$ cat src/rtl/i2c_master_param.sv
// Parametrised single-transaction I2C master: START, address+R/W, 0..MAX_BYTES data bytes, STOP.
// Optional target clock stretching on SCL_IN is enabled by defining CLK_STRETCH_EN.
module i2c_master_param #(
    parameter int unsigned CLK_DIV   = 4,
    parameter int unsigned MAX_BYTES = 2
) (
    input  logic                   CLK,
    input  logic                   RESET,
    input  logic                   START_STB,
    input  logic                   RNW,
    input  logic [6:0]             I2C_ADDR,
    input  logic [3:0]             BYTE_CNT,
    input  logic [8*MAX_BYTES-1:0] WR_DATA,
    input  logic                   SDA_IN,
`ifdef CLK_STRETCH_EN
    input  logic                   SCL_IN,
`endif
    output logic                   SDA_OUT,
    output logic                   SDA_OE,
    output logic                   SCL,
    output logic [8*MAX_BYTES-1:0] RD_DATA,
    output logic                   BUSY,
    output logic                   DONE,
    output logic                   NACK
);

    localparam int unsigned DW    = 8 * MAX_BYTES;
    localparam int unsigned QW    = (CLK_DIV > 1) ? $clog2(CLK_DIV) : 1;
    localparam int unsigned IW    = $clog2(DW);
    localparam logic [3:0]  MAXB4 = 4'(MAX_BYTES);

    typedef enum logic [3:0] {
        IDLE,
        START,
        ADDR,
        ADDR_ACK,
        WR_BYTE,
        WR_ACK,
        RD_BYTE,
        RD_ACK,
        STOP
    } state_e;

    state_e          state_q, state_d;
    logic [QW-1:0]   qcnt_q, qcnt_d;
    logic [1:0]      phase_q, phase_d;
    logic [2:0]      bit_q, bit_d;
    logic [3:0]      byte_q, byte_d;
    logic            rnw_q, rnw_d;
    logic [6:0]      addr_q, addr_d;
    logic [3:0]      cnt_q, cnt_d;
    logic [DW-1:0]   wdata_q, wdata_d;
    logic [DW-1:0]   rdata_q, rdata_d;
    logic            samp_q, samp_d;
    logic            scl_q, scl_d;
    logic            sda_out_q, sda_out_d;
    logic            sda_oe_q, sda_oe_d;
    logic            busy_q, busy_d;
    logic            done_q, done_d;
    logic            nack_q, nack_d;

    logic            stall;
    logic            q_first;
    logic            q_last;
    logic            slot_end;
    logic            start_acc;
    logic [7:0]      addr_byte;

    // Bit position of (byte, bit) inside the payload vectors; byte 0 occupies the MSBs.
    function automatic logic [IW-1:0] bit_idx(input logic [3:0] byte_i, input logic [2:0] bit_i);
        return IW'(8 * (MAX_BYTES - 1 - 32'(byte_i)) + 32'(bit_i));
    endfunction

    // Quarter-period timing and optional stretch hold during the SCL-high Q2 quarter.
    always_comb begin
        stall = 1'b0;
`ifdef CLK_STRETCH_EN
        stall = (state_q inside {ADDR, ADDR_ACK, WR_BYTE, WR_ACK, RD_BYTE, RD_ACK, STOP})
                && (phase_q == 2'd2) && !SCL_IN;
`endif
        q_first  = (qcnt_q == '0);
        q_last   = (qcnt_q == QW'(CLK_DIV - 1));
        slot_end = (state_q != IDLE) && !stall && q_last && (phase_q == 2'd3);
        addr_byte = {addr_q, rnw_q};
    end

    // Next-state, counters, data path and pad values.
    always_comb begin
        state_d   = state_q;
        qcnt_d    = qcnt_q;
        phase_d   = phase_q;
        bit_d     = bit_q;
        byte_d    = byte_q;
        rnw_d     = rnw_q;
        addr_d    = addr_q;
        cnt_d     = cnt_q;
        wdata_d   = wdata_q;
        rdata_d   = rdata_q;
        samp_d    = samp_q;
        scl_d     = scl_q;
        sda_out_d = sda_out_q;
        sda_oe_d  = sda_oe_q;
        busy_d    = busy_q;
        done_d    = 1'b0;
        nack_d    = nack_q;
        start_acc = 1'b0;

        if (state_q != IDLE) begin
            if (stall) begin
                qcnt_d = '0;
            end else if (q_last) begin
                qcnt_d  = '0;
                phase_d = 2'(phase_q + 2'd1);
            end else begin
                qcnt_d = QW'(qcnt_q + 1'b1);
            end
            if (phase_q == 2'd3 && q_first) begin
                samp_d = SDA_IN;
            end
        end

        case (state_q)
            IDLE: begin
                if (START_STB) begin
                    start_acc = 1'b1;
                    rnw_d     = RNW;
                    addr_d    = I2C_ADDR;
                    cnt_d     = (BYTE_CNT > MAXB4) ? MAXB4 : BYTE_CNT;
                    wdata_d   = WR_DATA;
                    rdata_d   = '0;
                    nack_d    = 1'b0;
                    busy_d    = 1'b1;
                    qcnt_d    = '0;
                    phase_d   = 2'd0;
                    bit_d     = 3'd7;
                    byte_d    = 4'd0;
                    state_d   = START;
                end
            end
            START: begin
                if (slot_end) begin
                    bit_d   = 3'd7;
                    state_d = ADDR;
                end
            end
            ADDR: begin
                if (slot_end) begin
                    if (bit_q == 3'd0) state_d = ADDR_ACK;
                    else               bit_d   = 3'(bit_q - 3'd1);
                end
            end
            ADDR_ACK: begin
                if (slot_end) begin
                    bit_d = 3'd7;
                    if (samp_q) begin
                        nack_d  = 1'b1;
                        state_d = STOP;
                    end else if (cnt_q == 4'd0) begin
                        state_d = STOP;
                    end else if (rnw_q) begin
                        state_d = RD_BYTE;
                    end else begin
                        state_d = WR_BYTE;
                    end
                end
            end
            WR_BYTE: begin
                if (slot_end) begin
                    if (bit_q == 3'd0) state_d = WR_ACK;
                    else               bit_d   = 3'(bit_q - 3'd1);
                end
            end
            WR_ACK: begin
                if (slot_end) begin
                    bit_d = 3'd7;
                    if (samp_q) begin
                        nack_d  = 1'b1;
                        state_d = STOP;
                    end else begin
                        byte_d  = 4'(byte_q + 4'd1);
                        state_d = (4'(byte_q + 4'd1) == cnt_q) ? STOP : WR_BYTE;
                    end
                end
            end
            RD_BYTE: begin
                if (phase_q == 2'd3 && q_first) begin
                    rdata_d[bit_idx(byte_q, bit_q)] = SDA_IN;
                end
                if (slot_end) begin
                    if (bit_q == 3'd0) state_d = RD_ACK;
                    else               bit_d   = 3'(bit_q - 3'd1);
                end
            end
            RD_ACK: begin
                if (slot_end) begin
                    bit_d   = 3'd7;
                    byte_d  = 4'(byte_q + 4'd1);
                    state_d = (4'(byte_q + 4'd1) == cnt_q) ? STOP : RD_BYTE;
                end
            end
            STOP: begin
                if (slot_end) begin
                    state_d = IDLE;
                    done_d  = 1'b1;
                    busy_d  = 1'b0;
                    byte_d  = 4'd0;
                    bit_d   = 3'd0;
                end
            end
            default: begin
                state_d = IDLE;
                busy_d  = 1'b0;
            end
        endcase

        // SCL follows the phase of the slot being entered; held high outside bit slots.
        scl_d = 1'b1;
        if (state_d inside {ADDR, ADDR_ACK, WR_BYTE, WR_ACK, RD_BYTE, RD_ACK, STOP}) begin
            scl_d = phase_d[1];
        end

        // SDA is updated at the first cycle of each slot, except the START/STOP edges.
        if (slot_end || start_acc) begin
            case (state_d)
                ADDR: begin
                    sda_oe_d  = 1'b1;
                    sda_out_d = addr_byte[bit_d];
                end
                WR_BYTE: begin
                    sda_oe_d  = 1'b1;
                    sda_out_d = wdata_q[bit_idx(byte_d, bit_d)];
                end
                ADDR_ACK, WR_ACK, RD_BYTE: begin
                    sda_oe_d  = 1'b0;
                    sda_out_d = 1'b1;
                end
                RD_ACK: begin
                    sda_oe_d  = 1'b1;
                    sda_out_d = (4'(byte_d + 4'd1) == cnt_q);
                end
                STOP: begin
                    sda_oe_d  = 1'b1;
                    sda_out_d = 1'b0;
                end
                default: begin
                    sda_oe_d  = 1'b1;
                    sda_out_d = 1'b1;
                end
            endcase
        end
        if (state_q == START && phase_q == 2'd1 && phase_d == 2'd2) begin
            sda_out_d = 1'b0;
        end
        if (state_q == STOP && phase_q == 2'd2 && phase_d == 2'd3) begin
            sda_out_d = 1'b1;
        end
    end

    always_ff @(posedge CLK or negedge RESET) begin
        if (!RESET) begin
            state_q   <= IDLE;
            qcnt_q    <= '0;
            phase_q   <= 2'd0;
            bit_q     <= 3'd0;
            byte_q    <= 4'd0;
            rnw_q     <= 1'b0;
            addr_q    <= 7'd0;
            cnt_q     <= 4'd0;
            wdata_q   <= '0;
            rdata_q   <= '0;
            samp_q    <= 1'b0;
            scl_q     <= 1'b1;
            sda_out_q <= 1'b1;
            sda_oe_q  <= 1'b1;
            busy_q    <= 1'b0;
            done_q    <= 1'b0;
            nack_q    <= 1'b0;
        end else begin
            state_q   <= state_d;
            qcnt_q    <= qcnt_d;
            phase_q   <= phase_d;
            bit_q     <= bit_d;
            byte_q    <= byte_d;
            rnw_q     <= rnw_d;
            addr_q    <= addr_d;
            cnt_q     <= cnt_d;
            wdata_q   <= wdata_d;
            rdata_q   <= rdata_d;
            samp_q    <= samp_d;
            scl_q     <= scl_d;
            sda_out_q <= sda_out_d;
            sda_oe_q  <= sda_oe_d;
            busy_q    <= busy_d;
            done_q    <= done_d;
            nack_q    <= nack_d;
        end
    end

    assign SDA_OUT = sda_out_q;
    assign SDA_OE  = sda_oe_q;
    assign SCL     = scl_q;
    assign RD_DATA = rdata_q;
    assign BUSY    = busy_q;
    assign DONE    = done_q;
    assign NACK    = nack_q;

endmodule

$ cat config.mk
export PLATFORM = sky130hd
export DESIGN_NAME = i2c_master_param
export DESIGN_NICKNAME = d
export VERILOG_FILES = /design/src/rtl/i2c_master_param.sv
export SDC_FILE = /design/constraint.sdc
export NUM_CORES = 1
export LEC_CHECK = 0
export BUFFER_PORTS_ARGS = -buffer_cell sky130_fd_sc_hd__buf_2
export CORE_ASPECT_RATIO = 1.4
export CORE_MARGIN = 3
export CORE_UTILIZATION = 45
export DETAILED_ROUTE_END_ITERATION = 7
export HOLD_SLACK_MARGIN = 0.02
export PLACE_DENSITY = 0.65
export SETUP_SLACK_MARGIN = 0.05
export SLEW_MARGIN = 20
export SYNTH_ARGS = -nofsm -noshare
export SYNTH_HDL_FRONTEND = slang
export SYNTH_SLANG_ARGS = --single-unit
export TNS_END_PERCENT = 100
$ cat constraint.sdc
create_clock -name CLK -period 4.6 [get_ports CLK]
set_input_delay 0.46 -clock CLK [delete_from_list [all_inputs] [get_ports CLK]]
set_output_delay 0.46 -clock CLK [all_outputs]
set_load 0.02 [all_outputs]
==> flow_summary.yaml <==
run_status:
  run_status: "finished, final reports clean"
place:
  io_buffers: 53
  detailedPlacementHpwl_mm: 6.27
  place_congestion: 0.873
  dp_slack_ns: 1.02
  post_dp_cell_area_um2: 4040
global_routing:
  grt_max_degree: 67
  first_global_vias: 3017
  grt_antenna_before_repair: 0
  global_route.overflow_total: 0
  grt_usage: 0.196
  first_pass_grt_wire_length_mm: 14.8
sta:
  drv_slew: 0
  min_period_ns: 3.58
  clock.fmax_mhz: 279
  max-slew-margin-rel: 0.404
  setup_violations: 0
  tightestPinTransition_ns: 0.887
  post-route-worst-setup-slack_ns: 1.02
  setup_repair_after_global_routing_missed_its_margin: "no"
  finClkSkew_ns: 0.00712
  setup_tns_ns: 0
  hold_viol: 0
  layout_worst_path_cycle_share: 0.778
clocking:
  ctsResizeCount: 0
  tritoncts: "done"
  cts.clk_slew.worst_paths_ns: 0.07
  cts.hold.buffers_added: 0
  cts_htree_levels: 3
  total_clock_buffers_created_by_cts: 9
  clock-sinks: 66
  post_cts_repair_timing_setup_buffer_count: 0
  cts_root_buffer: "sky130_fd_sc_hd__clkbuf_8"
  buffer_levels_on_the_longest_clock_path: 2
  insertion_delay_ns: 0.36
setup_path:
  worst_path_largest_cell_delay_ns: 0.70
  critical_path.max_fanout: 15
  sort_of_element_at_the_start_of_the_critical_path: "flip-flop"
  timing.critical_path.buf_inv: 1
  crit_slowest_cell: "sky130_fd_sc_hd__or4_1"
  cp.required_ns: 4.89
  path_cells: "or4_1 > nand2_1 > ha_1 > a2bb2oi_1 > o21ai_0 > a21oi_1 > inv_1 > ha_1 > xor2_1 > o21ai_0 > mux2_2 > mux2i_1 > a211oi_1 > a211oi_2"
  criticalPathCategory: "reg -> reg"
  cpLargestDelayFamily: "simple AND/OR/NAND/NOR gates"
  timing.critical_path.to_type: "flip-flop"
  cp.arrival_ns: 3.86
  rrSetupSlack_ns: 1.02
synth:
  syn_inst: 363
  syn_avg_cell_area_um2: 10.3
  postSynthNetCount: 408
  synth_cell_types: 62
  total_of_flip_flops_plus_latches_after_synthesis: 66
  synth-seq-area-share: 0.444
  syn-cell-area_um2: 3730
  yosys_warnings: 0
  ys_async_sr_fraction: 1.00
  synth_flop_cell: "sky130_fd_sc_hd__dfrtp_1"
  synth.area.top_cells: "sky130_fd_sc_hd__dfrtp_1 42%, sky130_fd_sc_hd__mux2_2 8.8%, sky130_fd_sc_hd__ha_1 4.4%, sky130_fd_sc_hd__o21ai_0 3.1%, sky130_fd_sc_hd__nand2_1 2.7%"
  synth-edff-count: 0
  yosys.area.top_type_share: 0.423
  synth_largest_area_cell: "sky130_fd_sc_hd__dfrtp_1"
layout:
  filler_cell_count: 769
  fin_nets: 456
  finalInstanceArea_um2: 4220
  commonest_non_fill_non_tap_cell_in_the_layout: "sky130_fd_sc_hd__dfrtp_1"
  final_layout_size_suffix_gt1_frac: 0.267
  flow.area_growth_from_synthesis_pct: 13.2
  count_of_inserted_antenna_diode_cells: 0
  layout.cells.most_common_list: "63 x sky130_fd_sc_hd__dfrtp_1, 53 x sky130_fd_sc_hd__buf_2, 29 x sky130_fd_sc_hd__mux2_2"
route:
  drc: 0
  highest_layer: "met4"
  dr_wl_met3_um: 389
  drt_first_iter_violations: 238
  avgRoutedWirePerCell_um: 16.8
  wirelength_mm: 8.69
  vias: 2931
  met1Wirelength_mm: 3.56
  drt_pass1_iterations: 4
  routed-wl-met2_mm: 4.57
  post_drt_via_cell_ratio: 5.68
  drtAntennaViolNets: 0
floorplan:
  dieArea_um2: 9430
  floorplan.io_pins: 54
  fp-row-count: 38
  fp.dieH_um: 114
  core_area_um2: 7890
  initial_core_utilization: 0.472
  dieWidth_um: 82.9
power_and_ir_drop:
  net-switching-power_w: 0.00103
  total_power_w: 0.00256
  ir_worst_vdd_mv: 0.344
  power.combinational.fraction: 0.409
  switching_share: 0.405
  power_leakage_nw: 1.99
  power.density_cell_area_nw_per_um2: 606
  clock_power_share: 0.185
  power_frac_seq: 0.405
  power_report.internal_total_w: 0.00152
run:
  drv_cap: 0
worst_hold_path:
  hold_path.class: "in -> async"
-- worst reg2reg max path, cell delays in order (launching register included) --
cell and delay (ns):
sky130_fd_sc_hd__dfrtp_1 0.57, sky130_fd_sc_hd__or4_1 0.70, sky130_fd_sc_hd__nand2_1 0.17, sky130_fd_sc_hd__ha_1 0.25, sky130_fd_sc_hd__a2bb2oi_1 0.12, sky130_fd_sc_hd__o21ai_0 0.19, sky130_fd_sc_hd__a21oi_1 0.10, sky130_fd_sc_hd__inv_1 0.18
sky130_fd_sc_hd__ha_1 0.18, sky130_fd_sc_hd__xor2_1 0.21, sky130_fd_sc_hd__o21ai_0 0.11, sky130_fd_sc_hd__mux2_2 0.27, sky130_fd_sc_hd__mux2i_1 0.13, sky130_fd_sc_hd__a211oi_1 0.10, sky130_fd_sc_hd__a211oi_2 0.23
-- layout make-up --
| type | instances | area (um^2) | share of cell area |
|---|---|---|---|
| Multi-Input combinational cell | 257 | 1900 | 0.450 |
| Sequential cell | 66 | 1660 | 0.392 |
| Timing Repair Buffer | 55 | 280 | 0.0664 |
| Clock buffer | 13 | 139 | 0.0329 |
| Tap cell | 100 | 125 | 0.0296 |
| Inverter | 22 | 82.6 | 0.0196 |
| Clock inverter | 3 | 40.0 | 0.00949 |
-- power groups by stage --
stage                     logic [W]  registers (W)  clock network, W
after floorplan            0.000671        0.00102                 0
after global placement      0.00103        0.00103                 0
after detailed placement    0.00106        0.00105                 0
after CTS                   0.00106        0.00103          0.000480
after global routing        0.00118        0.00107          0.000513
final                       0.00105        0.00104          0.000474
-- kinds of logic (layout without fill, tap and decap cells) --
kind of cell / after synthesis / after routing / share of synthesized area
AOI/OAI and AO/OA: 92 / 92 / 0.177
xor gates and xnor gates: 12 / 12 / 0.0282
adders and majority gates: 13 / 13 / 0.0436
buffers and inverters: 40 / 93 / 0.0467
DFF: 66 / 66 / 0.444
muxes: 36 / 36 / 0.110
and+or+nand+nor: 104 / 104 / 0.150
-- synthesized netlist by cell type (all sizes together), types with 3 or more instances --
cell type,count
nor4,6
dfrtp,63
a211oi,3
o22ai,3
o21ai,24
o211ai,8
xor2,7
nand3,16
buf,7
nand2b,4
dfstp,3
mux2i,6
o31ai,11
nor2b,5
or3,3
o2111ai,3
nor2,19
nor3,8
and2,4
a22oi,3
inv,22
nand3b,3
o311ai,3
a31oi,3
ha,13
nand2,27
mux2,29
o41ai,4
clkbuf,11
xnor2,5
a21oi,14
-- path summary, 6_finish.rpt --
kind | startpoint | to | cells after the start
setup / recovery | state_q[3] | SDA_OUT | 14
hold / removal | RESET | RD_DATA[4] | 2
setup reg to reg | state_q[3] | SDA_OUT | 14
hold reg to reg | NACK | NACK | 1
max in group asynchronous | RESET | addr_q[6] | 2
min in group CLK | WR_DATA[15] | wdata_q[15] | 2
-- stage by stage --
stage                     hold WS [ns]  cells   util
after floorplan                  0.164    363      -
after global placement           0.476    500  0.512
after detailed placement         0.481    500  0.512
after CTS                        0.315    516  0.535
after global routing             0.323    516  0.535
final                            0.276    516  0.535
-- sequential cells by signal, indices dropped and copies added (netlist names), 2 cells and up --
| signal | cells |
|---|---|
| bit_q | 3 |
| cnt_q | 4 |
| qcnt_q | 2 |
| state_q | 4 |
| addr_q | 7 |
| wdata_q | 16 |
| RD_DATA | 16 |
| phase_q | 2 |
| byte_q | 4 |
-- layer usage --
metal  track usage  vias to the layer above
met1         0.228                     1411
met2         0.351                       73
met3        0.0441                       17
li1              -                     1430
met4        0.0763                        0
met5             0                        -
Power figures use the tool's default switching activity.
